$ cat config.mk
export PLATFORM = sky130hd
export DESIGN_NAME = alu_issue_stage_flat
export DESIGN_NICKNAME = d
export VERILOG_FILES = /design/src/rtl/alu_pkg.sv /design/src/rtl/alu_issue_stage_if.sv /design/src/rtl/alu_op_decode.sv /design/src/rtl/alu_issue_stage.sv /design/src/flat_wrapper.sv
export SDC_FILE = /design/constraint.sdc
export NUM_CORES = 1
export LEC_CHECK = 0
export CAP_MARGIN = 25
export CORE_ASPECT_RATIO = 0.7
export CORE_MARGIN = 2
export CORE_UTILIZATION = 39
export DETAILED_ROUTE_END_ITERATION = 10
export PLACE_DENSITY = 0.92
export SYNTH_ARGS = -nofsm -noshare
export SYNTH_HDL_FRONTEND = slang
export SYNTH_SLANG_ARGS = --single-unit
$ cat constraint.sdc
create_clock -name clk_i -period 1.75 [get_ports clk_i]
set_clock_uncertainty 0.05 [all_clocks]
set_input_delay 0.35 -clock clk_i [delete_from_list [all_inputs] [get_ports clk_i]]
set_output_delay 0.35 -clock clk_i [all_outputs]
set_load 0.05 [all_outputs]
$ cat src/rtl/alu_pkg.sv
// Shared ALU definitions: control codes, RV32I opcodes, branch-resolve selects and operand selects.
// Imported by the issue stage, its decoder and the ALU itself.
package alu_pkg;

    localparam int XLEN   = 32;
    localparam int CTRL_W = 4;

    typedef enum logic [3:0] {
        ALU_ADD = 4'd0,
        ALU_SUB = 4'd1,
        ALU_SLL = 4'd2,
        ALU_XOR = 4'd3,
        ALU_SRL = 4'd4,
        ALU_SRA = 4'd5,
        ALU_OR  = 4'd6,
        ALU_AND = 4'd7,
        ALU_BLT = 4'd8,
        ALU_BGE = 4'd9
    } alu_ctrl_e;

    localparam logic [6:0] OPC_OP     = 7'b0110011;
    localparam logic [6:0] OPC_OP_IMM = 7'b0010011;
    localparam logic [6:0] OPC_LOAD   = 7'b0000011;
    localparam logic [6:0] OPC_STORE  = 7'b0100011;
    localparam logic [6:0] OPC_LUI    = 7'b0110111;
    localparam logic [6:0] OPC_AUIPC  = 7'b0010111;
    localparam logic [6:0] OPC_JAL    = 7'b1101111;
    localparam logic [6:0] OPC_JALR   = 7'b1100111;
    localparam logic [6:0] OPC_BRANCH = 7'b1100011;

    localparam logic [1:0] BR_NONE  = 2'd0;
    localparam logic [1:0] BR_ZERO  = 2'd1;
    localparam logic [1:0] BR_NZERO = 2'd2;
    localparam logic [1:0] BR_FLAG  = 2'd3;

    typedef enum logic [1:0] {
        OP1_RS1,
        OP1_PC,
        OP1_ZERO
    } op1_sel_e;

    typedef enum logic [1:0] {
        OP2_RS2,
        OP2_IMM,
        OP2_FOUR,
        OP2_ZERO
    } op2_sel_e;

endpackage

$ cat src/rtl/alu_issue_stage_if.sv
// EX-side bus between the issue register and the ALU: control code, operands, branch select.
// The issue stage drives it through the master modport, the ALU consumes it through slave.
interface alu_issue_stage_if #(
    parameter int XLEN   = alu_pkg::XLEN,
    parameter int CTRL_W = alu_pkg::CTRL_W
);
    logic              valid_o;
    logic              ready_i;
    logic [CTRL_W-1:0] alu_ctrl_o;
    logic [XLEN-1:0]   data1_o;
    logic [XLEN-1:0]   data2_o;
    logic [1:0]        br_sel_o;
    logic              illegal_o;

    modport master (
        output valid_o, alu_ctrl_o, data1_o, data2_o, br_sel_o, illegal_o,
        input  ready_i
    );

    modport slave (
        input  valid_o, alu_ctrl_o, data1_o, data2_o, br_sel_o, illegal_o,
        output ready_i
    );
endinterface

$ cat src/rtl/alu_op_decode.sv
// Combinational RV32I decoder: opcode/funct fields -> ALU control, operand selects, br_sel, illegal.
import alu_pkg::*;

module alu_op_decode (
    input  logic [6:0] opcode_i,
    input  logic [2:0] funct3_i,
    input  logic       funct7b5_i,
    output alu_ctrl_e  ctrl_o,
    output op1_sel_e   op1_sel_o,
    output op2_sel_e   op2_sel_o,
    output logic       shift_o,
    output logic [1:0] br_sel_o,
    output logic       illegal_o
);

    always_comb begin
        ctrl_o    = ALU_ADD;
        op1_sel_o = OP1_ZERO;
        op2_sel_o = OP2_ZERO;
        shift_o   = 1'b0;
        br_sel_o  = BR_NONE;
        illegal_o = 1'b0;

        case (opcode_i)
            OPC_OP, OPC_OP_IMM: begin
                op1_sel_o = OP1_RS1;
                op2_sel_o = (opcode_i == OPC_OP) ? OP2_RS2 : OP2_IMM;
                // funct7b5 only selects SUB for register adds; ADDI bit 30 is immediate data
                case (funct3_i)
                    3'b000: ctrl_o = (opcode_i == OPC_OP && funct7b5_i) ? ALU_SUB : ALU_ADD;
                    3'b001: begin
                        ctrl_o  = ALU_SLL;
                        shift_o = 1'b1;
                    end
                    3'b100: ctrl_o = ALU_XOR;
                    3'b101: begin
                        ctrl_o  = funct7b5_i ? ALU_SRA : ALU_SRL;
                        shift_o = 1'b1;
                    end
                    3'b110: ctrl_o = ALU_OR;
                    3'b111: ctrl_o = ALU_AND;
                    default: illegal_o = 1'b1;
                endcase
            end
            OPC_LOAD, OPC_STORE: begin
                op1_sel_o = OP1_RS1;
                op2_sel_o = OP2_IMM;
            end
            OPC_LUI: begin
                op1_sel_o = OP1_ZERO;
                op2_sel_o = OP2_IMM;
            end
            OPC_AUIPC: begin
                op1_sel_o = OP1_PC;
                op2_sel_o = OP2_IMM;
            end
            OPC_JAL, OPC_JALR: begin
                op1_sel_o = OP1_PC;
                op2_sel_o = OP2_FOUR;
            end
            OPC_BRANCH: begin
                op1_sel_o = OP1_RS1;
                op2_sel_o = OP2_RS2;
                case (funct3_i)
                    3'b000: begin
                        ctrl_o   = ALU_SUB;
                        br_sel_o = BR_ZERO;
                    end
                    3'b001: begin
                        ctrl_o   = ALU_SUB;
                        br_sel_o = BR_NZERO;
                    end
                    3'b100: begin
                        ctrl_o   = ALU_BLT;
                        br_sel_o = BR_FLAG;
                    end
                    3'b101: begin
                        ctrl_o   = ALU_BGE;
                        br_sel_o = BR_FLAG;
                    end
                    default: illegal_o = 1'b1;
                endcase
            end
            default: illegal_o = 1'b1;
        endcase

        // Unsupported encodings issue as a harmless ADD of zeros
        if (illegal_o) begin
            ctrl_o    = ALU_ADD;
            op1_sel_o = OP1_ZERO;
            op2_sel_o = OP2_ZERO;
            shift_o   = 1'b0;
            br_sel_o  = BR_NONE;
        end
    end

endmodule

$ cat src/rtl/alu_issue_stage.sv
// ID->EX issue register: decodes, selects ALU operands and holds them behind a valid/ready handshake.
// Optional ALU_ISSUE_PERF_CNT_EN adds issued/stall performance counters.
import alu_pkg::*;

module alu_issue_stage #(
    parameter int XLEN   = alu_pkg::XLEN,
    parameter int CTRL_W = alu_pkg::CTRL_W
) (
    input  logic             clk_i,
    input  logic             rst_n_i,
    input  logic             flush_i,
    input  logic             valid_i,
    output logic             ready_o,
    input  logic [6:0]       opcode_i,
    input  logic [2:0]       funct3_i,
    input  logic             funct7b5_i,
    input  logic [XLEN-1:0]  pc_i,
    input  logic [XLEN-1:0]  rs1_data_i,
    input  logic [XLEN-1:0]  rs2_data_i,
    input  logic [XLEN-1:0]  imm_i,
`ifdef ALU_ISSUE_PERF_CNT_EN
    output logic [31:0]      issued_cnt_o,
    output logic [31:0]      stall_cnt_o,
`endif
    alu_issue_stage_if.master ex_bus
);

    alu_ctrl_e        dec_ctrl;
    op1_sel_e         dec_op1_sel;
    op2_sel_e         dec_op2_sel;
    logic             dec_shift;
    logic [1:0]       dec_br_sel;
    logic             dec_illegal;

    logic [XLEN-1:0]  op1_val;
    logic [XLEN-1:0]  op2_raw;
    logic [XLEN-1:0]  op2_val;

    logic             valid_q, valid_d;
    logic [CTRL_W-1:0] ctrl_q, ctrl_d;
    logic [XLEN-1:0]  data1_q, data1_d;
    logic [XLEN-1:0]  data2_q, data2_d;
    logic [1:0]       br_sel_q, br_sel_d;
    logic             illegal_q, illegal_d;

    logic             load;
    logic             transfer;

    alu_op_decode u_decode (
        .opcode_i   (opcode_i),
        .funct3_i   (funct3_i),
        .funct7b5_i (funct7b5_i),
        .ctrl_o     (dec_ctrl),
        .op1_sel_o  (dec_op1_sel),
        .op2_sel_o  (dec_op2_sel),
        .shift_o    (dec_shift),
        .br_sel_o   (dec_br_sel),
        .illegal_o  (dec_illegal)
    );

    always_comb begin
        op1_val = '0;
        op2_raw = '0;
        case (dec_op1_sel)
            OP1_RS1: op1_val = rs1_data_i;
            OP1_PC:  op1_val = pc_i;
            default: op1_val = '0;
        endcase
        case (dec_op2_sel)
            OP2_RS2:  op2_raw = rs2_data_i;
            OP2_IMM:  op2_raw = imm_i;
            OP2_FOUR: op2_raw = XLEN'(4);
            default:  op2_raw = '0;
        endcase
        // The ALU shifts by all of data2, so only the 5-bit shift amount may reach it
        op2_val = dec_shift ? {{(XLEN-5){1'b0}}, op2_raw[4:0]} : op2_raw;
    end

    assign ready_o  = !valid_q || ex_bus.ready_i;
    assign load     = valid_i && ready_o && !flush_i;
    assign transfer = valid_q && ex_bus.ready_i;

    always_comb begin
        valid_d   = valid_q;
        ctrl_d    = ctrl_q;
        data1_d   = data1_q;
        data2_d   = data2_q;
        br_sel_d  = br_sel_q;
        illegal_d = illegal_q;
        if (flush_i) begin
            valid_d = 1'b0;
        end else if (load) begin
            valid_d   = 1'b1;
            ctrl_d    = CTRL_W'(dec_ctrl);
            data1_d   = op1_val;
            data2_d   = op2_val;
            br_sel_d  = dec_br_sel;
            illegal_d = dec_illegal;
        end else if (transfer) begin
            valid_d = 1'b0;
        end
    end

    always_ff @(posedge clk_i or negedge rst_n_i) begin
        if (!rst_n_i) begin
            valid_q   <= 1'b0;
            ctrl_q    <= '0;
            data1_q   <= '0;
            data2_q   <= '0;
            br_sel_q  <= BR_NONE;
            illegal_q <= 1'b0;
        end else begin
            valid_q   <= valid_d;
            ctrl_q    <= ctrl_d;
            data1_q   <= data1_d;
            data2_q   <= data2_d;
            br_sel_q  <= br_sel_d;
            illegal_q <= illegal_d;
        end
    end

    assign ex_bus.valid_o    = valid_q;
    assign ex_bus.alu_ctrl_o = ctrl_q;
    assign ex_bus.data1_o    = data1_q;
    assign ex_bus.data2_o    = data2_q;
    assign ex_bus.br_sel_o   = br_sel_q;
    assign ex_bus.illegal_o  = illegal_q;

`ifdef ALU_ISSUE_PERF_CNT_EN
    logic [31:0] issued_cnt_q, issued_cnt_d;
    logic [31:0] stall_cnt_q, stall_cnt_d;

    // Flush cycles are excluded from both counts
    always_comb begin
        issued_cnt_d = issued_cnt_q;
        stall_cnt_d  = stall_cnt_q;
        if (!flush_i) begin
            if (transfer)
                issued_cnt_d = issued_cnt_q + 32'd1;
            if (valid_q && !ex_bus.ready_i)
                stall_cnt_d = stall_cnt_q + 32'd1;
        end
    end

    always_ff @(posedge clk_i or negedge rst_n_i) begin
        if (!rst_n_i) begin
            issued_cnt_q <= '0;
            stall_cnt_q  <= '0;
        end else begin
            issued_cnt_q <= issued_cnt_d;
            stall_cnt_q  <= stall_cnt_d;
        end
    end

    assign issued_cnt_o = issued_cnt_q;
    assign stall_cnt_o  = stall_cnt_q;
`endif

endmodule
$ cat src/flat_wrapper.sv
// flat-port wrapper written by rule: the top's interface ports become plain ports
module alu_issue_stage_flat 
#(
    parameter int XLEN   = alu_pkg::XLEN,
    parameter int CTRL_W = alu_pkg::CTRL_W
)
  (clk_i, rst_n_i, flush_i, valid_i, ready_o, opcode_i, funct3_i, funct7b5_i, pc_i, rs1_data_i, rs2_data_i, imm_i, ex_bus_valid_o, ex_bus_alu_ctrl_o, ex_bus_data1_o, ex_bus_data2_o, ex_bus_br_sel_o, ex_bus_illegal_o, ex_bus_ready_i);
  alu_issue_stage_if #(.XLEN(XLEN), .CTRL_W(CTRL_W)) ex_bus_i ();
  input  logic clk_i;
  input  logic rst_n_i;
  input  logic flush_i;
  input  logic valid_i;
  output logic ready_o;
  input  logic [6:0] opcode_i;
  input  logic [2:0] funct3_i;
  input  logic funct7b5_i;
  input  logic [XLEN-1:0] pc_i;
  input  logic [XLEN-1:0] rs1_data_i;
  input  logic [XLEN-1:0] rs2_data_i;
  input  logic [XLEN-1:0] imm_i;
  output wire logic [$bits(ex_bus_i.valid_o)-1:0] ex_bus_valid_o;
  output wire logic [$bits(ex_bus_i.alu_ctrl_o)-1:0] ex_bus_alu_ctrl_o;
  output wire logic [$bits(ex_bus_i.data1_o)-1:0] ex_bus_data1_o;
  output wire logic [$bits(ex_bus_i.data2_o)-1:0] ex_bus_data2_o;
  output wire logic [$bits(ex_bus_i.br_sel_o)-1:0] ex_bus_br_sel_o;
  output wire logic [$bits(ex_bus_i.illegal_o)-1:0] ex_bus_illegal_o;
  input wire logic [$bits(ex_bus_i.ready_i)-1:0] ex_bus_ready_i;
  assign ex_bus_valid_o = ex_bus_i.valid_o;
  assign ex_bus_alu_ctrl_o = ex_bus_i.alu_ctrl_o;
  assign ex_bus_data1_o = ex_bus_i.data1_o;
  assign ex_bus_data2_o = ex_bus_i.data2_o;
  assign ex_bus_br_sel_o = ex_bus_i.br_sel_o;
  assign ex_bus_illegal_o = ex_bus_i.illegal_o;
  assign ex_bus_i.ready_i = ex_bus_ready_i;
  alu_issue_stage #(.XLEN(XLEN), .CTRL_W(CTRL_W)) u_core (.clk_i(clk_i), .rst_n_i(rst_n_i), .flush_i(flush_i), .valid_i(valid_i), .ready_o(ready_o), .opcode_i(opcode_i), .funct3_i(funct3_i), .funct7b5_i(funct7b5_i), .pc_i(pc_i), .rs1_data_i(rs1_data_i), .rs2_data_i(rs2_data_i), .imm_i(imm_i), .ex_bus(ex_bus_i));
endmodule
==> results.json, run 1 <==
{
  "status": "completed",
  "vias": 4603,
  "grt_usage": 0.270,
  "clkTransAtPathRegs_ns": 0.06,
  "timing.max_slew.rel_slack": 0.697,
  "async_reset_ff_frac": 1.00,
  "first_iter_violations": 435,
  "nets": 795,
  "end_kind": "flip-flop",
  "finalHoldViolCount": 0,
  "gp_congestion": 0.876,
  "crit_type": "primary input to flip-flop",
  "synthFlopType": "dfrtp_1",
  "syn_inst": 406,
  "slew_viol_final": 0,
  "cp-start-kind": "primary input",
  "period_share": 0.974,
  "synth_enable_flop_cells": 0,
  "top_layer": "met4",
  "htree_num_levels": 3,
  "vdd_drop_max_mv": 0.448,
  "yosysUniqueCellTypes": 41,
  "netlist_area_sq_um": 3880,
  "clk_latency_ns": 0.33,
  "coreArea_sq_um": 9680,
  "holdCritPathClass": "flip-flop to flip-flop",
  "grt_start_max_net_pins": 40,
  "yosys_warnings": 0,
  "cts_made_buffers": 9,
  "synth_seq_cells": 72,
  "final_cell_mix": "clkdlybuf4s50_1, buf_4, nand2_1",
  "cp_max_fo": 17,
  "drive_above_1_share": 0.285,
  "antenna_found_initial": 0,
  "clock_path_buffers": 2,
  "crit_required_ns": 1.91,
  "ant_nets": 0,
  "power_density_nw_per_um2": 654,
  "grt.overflow.total": 0,
  "dieArea_sq_um": 10800,
  "area_growth_pct": 79.4,
  "final_cells": 784,
  "design_area_sq_um": 6970,
  "drt_wl_total_microns": 15000,
  "setup-tns-final_ns": 0,
  "hold_ws_ns": 0.433,
  "dr.pass1.iters": 5,
  "drc_errors": 0,
  "m1WireLength_microns": 6130,
  "first_global_vias": 4527,
  "ioPinCount": 217,
  "cts_num_sinks": 72,
  "grt_setup_unrepaired": "false",
  "utilization": 0.720,
  "wl_per_cell_microns": 19.1,
  "layout_commonest_cell": "clkdlybuf4s50_1",
  "syn_nets": 550,
  "start_util": 0.401,
  "p_leak_nw": 2.81,
  "tightest_slew_ns": 0.454,
  "io_buffers": 216,
  "vias_per_cell": 5.87,
  "dp.final_hpwl_microns": 10300,
  "die_h_microns": 87.5,
  "wl_met3_microns": 1160,
  "root_buffer": "clkbuf_16",
  "dpl_cell_area_sq_um": 6430,
  "period_minus_slack_ns": 1.71,
  "cp.arrival_ns": 1.86,
  "max_freq_ghz": 0.586,
  "rows": 30,
  "yosysSeqAreaShare": 0.464,
  "met2_length_microns": 7460,
  "dp_cells": 755,
  "die_w_microns": 123,
  "grt_pass1_wl_microns": 22500,
  "maxCapViolCount": 0,
  "cts_tree": "done",
  "setup_violations": 0,
  "syn_area_per_cell_sq_um": 9.57,
  "num_antenna_cells": 0
}
-- critical path, cell delays in order --
cell	delay [ns]
dlygate4sd2_1	0.27
and4bb_2	0.39
buf_12	0.13
nor2_4	0.05
buf_4	0.14
clkbuf_16	0.17
a32oi_1	0.27
o21ai_1	0.08
-- cell type report --
type	count	area (sq um)
clock inverter	3	65.1
clock buffer	13	250
sequential	72	1800
inverter	2	7.51
fill	699	2720
multi-input combinational	285	1970
timing repair buffer	281	2710
tap	128	160
-- synth_stat cells (all sizes together) (2+ instances only) --
| cell type | n | area share |
|---|---|---|
| clkbuf | 28 | 0.027 |
| inv | 2 | 0.0019 |
| nor2 | 5 | 0.0048 |
| nand3 | 3 | 0.0039 |
| o31ai | 3 | 0.0071 |
| nand3b | 3 | 0.0058 |
| a22oi | 30 | 0.073 |
| buf | 19 | 0.028 |
| nand4 | 33 | 0.053 |
| dfrtp | 72 | 0.46 |
| nand2b | 4 | 0.0064 |
| o21a | 2 | 0.0039 |
| a32oi | 62 | 0.14 |
| and4bb | 2 | 0.0064 |
| o21ai | 39 | 0.050 |
| o211ai | 2 | 0.0052 |
| nor2b | 2 | 0.0032 |
| a21oi | 2 | 0.0026 |
| a21o | 2 | 0.0039 |
| nand2 | 76 | 0.073 |
-- per-stage QoR --
| step | setup WS [ns] | total power (W) |
|---|---|---|
| 5_1_grt | 0.00609 | 0.00470 |
| 3_3_place_gp | -0.515 | 0.00259 |
| 2_1_floorplan | 0.000154 | 0.00204 |
| 4_1_cts | 0.0130 | 0.00457 |
| 3_5_place_dp | -0.612 | 0.00261 |
| 6_report | 0.0448 | 0.00456 |
-- report_power, final --
group,internal [W],switching (W),total [W]
Clock,0.00129,0.000659,0.00194
Combinational,0.000472,0.000426,0.000898
Sequential,0.00170,0.0000183,0.00171
-- worst paths after layout --
path                                             start                     endpoint  slack [ns]  cells past startpoint
setup / recovery                           funct3_i[2]    u_core.ex_bus.data1_o[31]        0.04                      8
hold / removal             u_core.ex_bus.alu_ctrl_o[3]  u_core.ex_bus.alu_ctrl_o[3]        0.43                      2
setup reg to reg                 u_core.ex_bus.valid_o     u_core.ex_bus.data2_o[4]        0.32                      5
hold reg to reg            u_core.ex_bus.alu_ctrl_o[3]  u_core.ex_bus.alu_ctrl_o[3]        0.43                      2
max in group asynchronous                      rst_n_i        u_core.ex_bus.valid_o        0.59                      3
min in group asynchronous                      rst_n_i    u_core.ex_bus.data1_o[10]        0.47                      2
-- state kept, by name, summed over array words and instances, names as in the netlist --
signal and flops:
u_core.ex_bus.valid_o 1, u_core.ex_bus.alu_ctrl_o 4, u_core.ex_bus.br_sel_o 2, u_core.ex_bus.data2_o 32
u_core.ex_bus.illegal_o 1, u_core.ex_bus.data1_o 32
-- kinds of logic after synthesis --
group	count (synthesis)	share of synthesized area
compound gates	151	0.308
xor+xnor	1	0.00225
buf+inv	49	0.0573
flops	72	0.464
mux	1	0.00258
simple gates	132	0.166
-- per-layer routing --
metal	vias to the layer above	GRT usage
met3	23	0.0707
met2	239	0.457
met4	0	0.0837
met1	2256	0.341
met5	-	0
li1	2085	-
-- what timing repair did --
action | 4_1_cts | 5_1_grt
endpoints found under the setup margin | 70 | 65
pin swaps | 8 | 7
hold buffers | 1 | 0
gates cloned | 2 | 1
resized for setup | 20 | 12
setup buffers | 8 | 1
hold endpoints to repair | 33 | 0
No activity file was read; power rests on OpenSTA's default activity.
==> inputs of run 2 (changes only) <==
Settings changed: MAX_ROUTING_LAYER set to met4, SKIP_LAST_GASP set to 1.
==> run 2 against run 1 <==
Critical path depth down 1; design area down 0.16%; total power about the same; setup slack worse by 0.016 ns; sequential power about the same; final cell count unchanged; utilization down 0.12 points; first-iteration DRC count up 7.1%; sequential share of layout area about the same; global-route usage up 0.87 points; fmax down 0.91%; via count down 0.15%; critical path type unchanged; critical endpoint is now u_core.ex_bus.data2_o[25]; largest cell class unchanged.
==> results.json, run 2 (synthesis results as in run 1) <==
{
  "status": "completed",
  "gp_congestion": 0.891,
  "p_comb_frac": 0.197,
  "drive_above_1_share": 0.284,
  "num_antenna_cells": 0,
  "switching_share": 0.242,
  "fin_ws_ns": 0.0291,
  "tightest_slew_ns": 0.448,
  "vdd_drop_max_mv": 0.444,
  "crit_required_ns": 1.93,
  "crit_path_end": "u_core.ex_bus.data2_o[25]",
  "finalHoldViolCount": 0,
  "crit_type": "primary input to flip-flop",
  "io_buffers": 216,
  "cp-start-kind": "primary input",
  "first_global_vias": 4534,
  "clk_latency_ns": 0.33,
  "path_cells": "clkdlybuf4s50_1 > nor4bb_2 > buf_4 > o31ai_4 > o211ai_2 > buf_12 > a22oi_1",
  "grt_pass1_wl_microns": 22500,
  "setup_violations": 0,
  "seq_power_share": 0.376,
  "rows": 30,
  "htree_num_levels": 3,
  "holdCritPathClass": "flip-flop to flip-flop",
  "area_growth_pct": 79.1,
  "fillers": 703,
  "cts_made_buffers": 9,
  "grt.overflow.total": 0,
  "ioPinCount": 217,
  "vias_per_cell": 5.86,
  "final_cell_mix": "clkdlybuf4s50_1, buf_4, nand2_1",
  "rr_startpoint": "u_core.ex_bus.valid_o",
  "first_iter_violations": 466,
  "vias": 4596,
  "gr-usage-met2": 0.455,
  "intPower_w": 0.00345,
  "pwr-share-clk": 0.427,
  "drc_errors": 0,
  "power.switching_w": 0.00110,
  "cts_num_sinks": 72,
  "period_minus_slack_ns": 1.72,
  "clkTransAtPathRegs_ns": 0.06,
  "dr.pass1.iters": 5,
  "antenna_found_initial": 0,
  "reg2reg_slack_ns": 0.33,
  "clock_path_buffers": 2,
  "period_share": 0.983,
  "rr_endpoint": "u_core.ex_bus.data2_o[0]",
  "maxCapViolCount": 0,
  "met3_usage": 0.0596,
  "dieArea_sq_um": 10800,
  "cp-startpoint": "funct3_i[0]",
  "start_util": 0.401,
  "drt_wl_total_microns": 15000,
  "cts_tree": "done",
  "timing.max_slew.rel_slack": 0.701,
  "r2r_cells": 5,
  "ant_nets": 0,
  "die_w_microns": 123,
  "nets": 795,
  "cp_max_fo": 26,
  "cp_slowest_stage_delay_ns": 0.45,
  "max_freq_ghz": 0.581,
  "use_met1": 0.349,
  "pre_cts_ws_ns": -0.612,
  "root_buffer": "clkbuf_16",
  "critPathSlowestCell": "clkdlybuf4s50_1",
  "layout_commonest_cell": "clkdlybuf4s50_1",
  "dp.final_hpwl_microns": 10300,
  "busiest_layer": "met2",
  "wl_per_cell_microns": 19.1,
  "power_density_nw_per_um2": 654,
  "end_kind": "flip-flop",
  "die_h_microns": 87.5,
  "cp.arrival_ns": 1.90,
  "slew_viol_final": 0,
  "p_leak_nw": 2.80,
  "utilization": 0.718,
  "grt_start_max_net_pins": 40,
  "grt_usage": 0.279,
  "grt_setup_unrepaired": "true",
  "coreArea_sq_um": 9680
}
## run 2: through the flow
stage / TNS (ns) / instances / total power, W / cell area [sq um] / hold WS (ns)
6_report: 0 / 784 / 0.00455 / 6960 / 0.434
5_1_grt: -0.150 / 784 / 0.00470 / 6960 / 0.459
4_1_cts: 0 / 782 / 0.00457 / 6910 / 0.438
3_5_place_dp: -37.62 / 755 / 0.00261 / 6430 / 0.280
3_3_place_gp: -32.09 / 755 / 0.00259 / 6430 / 0.271
2_1_floorplan: 0 / 406 / 0.00204 / 3900 / 0.00441
## run 2: how the worst min path moves through the flow
stage | slack (ns) | startpoint | endpoint | cells after the start
after floorplan | 0.004 | rst_n_i | u_core.ex_bus.alu_ctrl_o[0] | 0
after global placement | 0.27 | rst_n_i | u_core.ex_bus.data1_o[8] | 1
after detailed placement | 0.28 | rst_n_i | u_core.ex_bus.data1_o[10] | 1
after CTS | 0.44 | u_core.ex_bus.alu_ctrl_o[3] | u_core.ex_bus.alu_ctrl_o[3] | 2
after global routing | 0.46 | u_core.ex_bus.data1_o[11] | u_core.ex_bus.data1_o[11] | 2
final | 0.43 | u_core.ex_bus.alu_ctrl_o[3] | u_core.ex_bus.alu_ctrl_o[3] | 2
## run 2: area by class of cell
class	instances	area, sq um	share of cell area
timing repair buffer	281	2710	0.389
clock inverter	3	65.1	0.00935
multi-input combinational	285	1970	0.283
sequential	72	1800	0.259
tap	128	160	0.0230
inverter	2	7.51	0.00108
clock buffer	13	250	0.0360
## run 2: metal layers
| metal | vias to the layer above | share of wire |
|---|---|---|
| li1 | 2082 | - |
| met1 | 2245 | 0.41 |
| met2 | 245 | 0.50 |
| met3 | 24 | 0.082 |
| met4 | 0 | 0.015 |
| met5 | - | 0 |
## run 2: power by group through the flow
| stage | logic, W | registers, W | clock network (W) |
|---|---|---|---|
| after detailed placement | 0.000865 | 0.00174 | 0 |
| after floorplan | 0.000196 | 0.00184 | 0 |
| after global placement | 0.000845 | 0.00174 | 0 |
| after CTS | 0.000880 | 0.00171 | 0.00198 |
| after global routing | 0.000945 | 0.00172 | 0.00204 |
| final | 0.000897 | 0.00171 | 0.00194 |
## run 2: repair_timing
action	CTS	global route
hold buffers	1	0
endpoints found under the setup margin	70	65
setup buffers	8	1
resized for setup	20	9
endpoints found under the hold margin	33	0
cloned	2	1
pin swaps	8	6
## run 2: worst max-delay path: cells and delay by family
kind | cells | cell delay, ns
simple gates | 1 | 0.19
compound gates | 3 | 0.55
buf+inv | 3 | 0.80
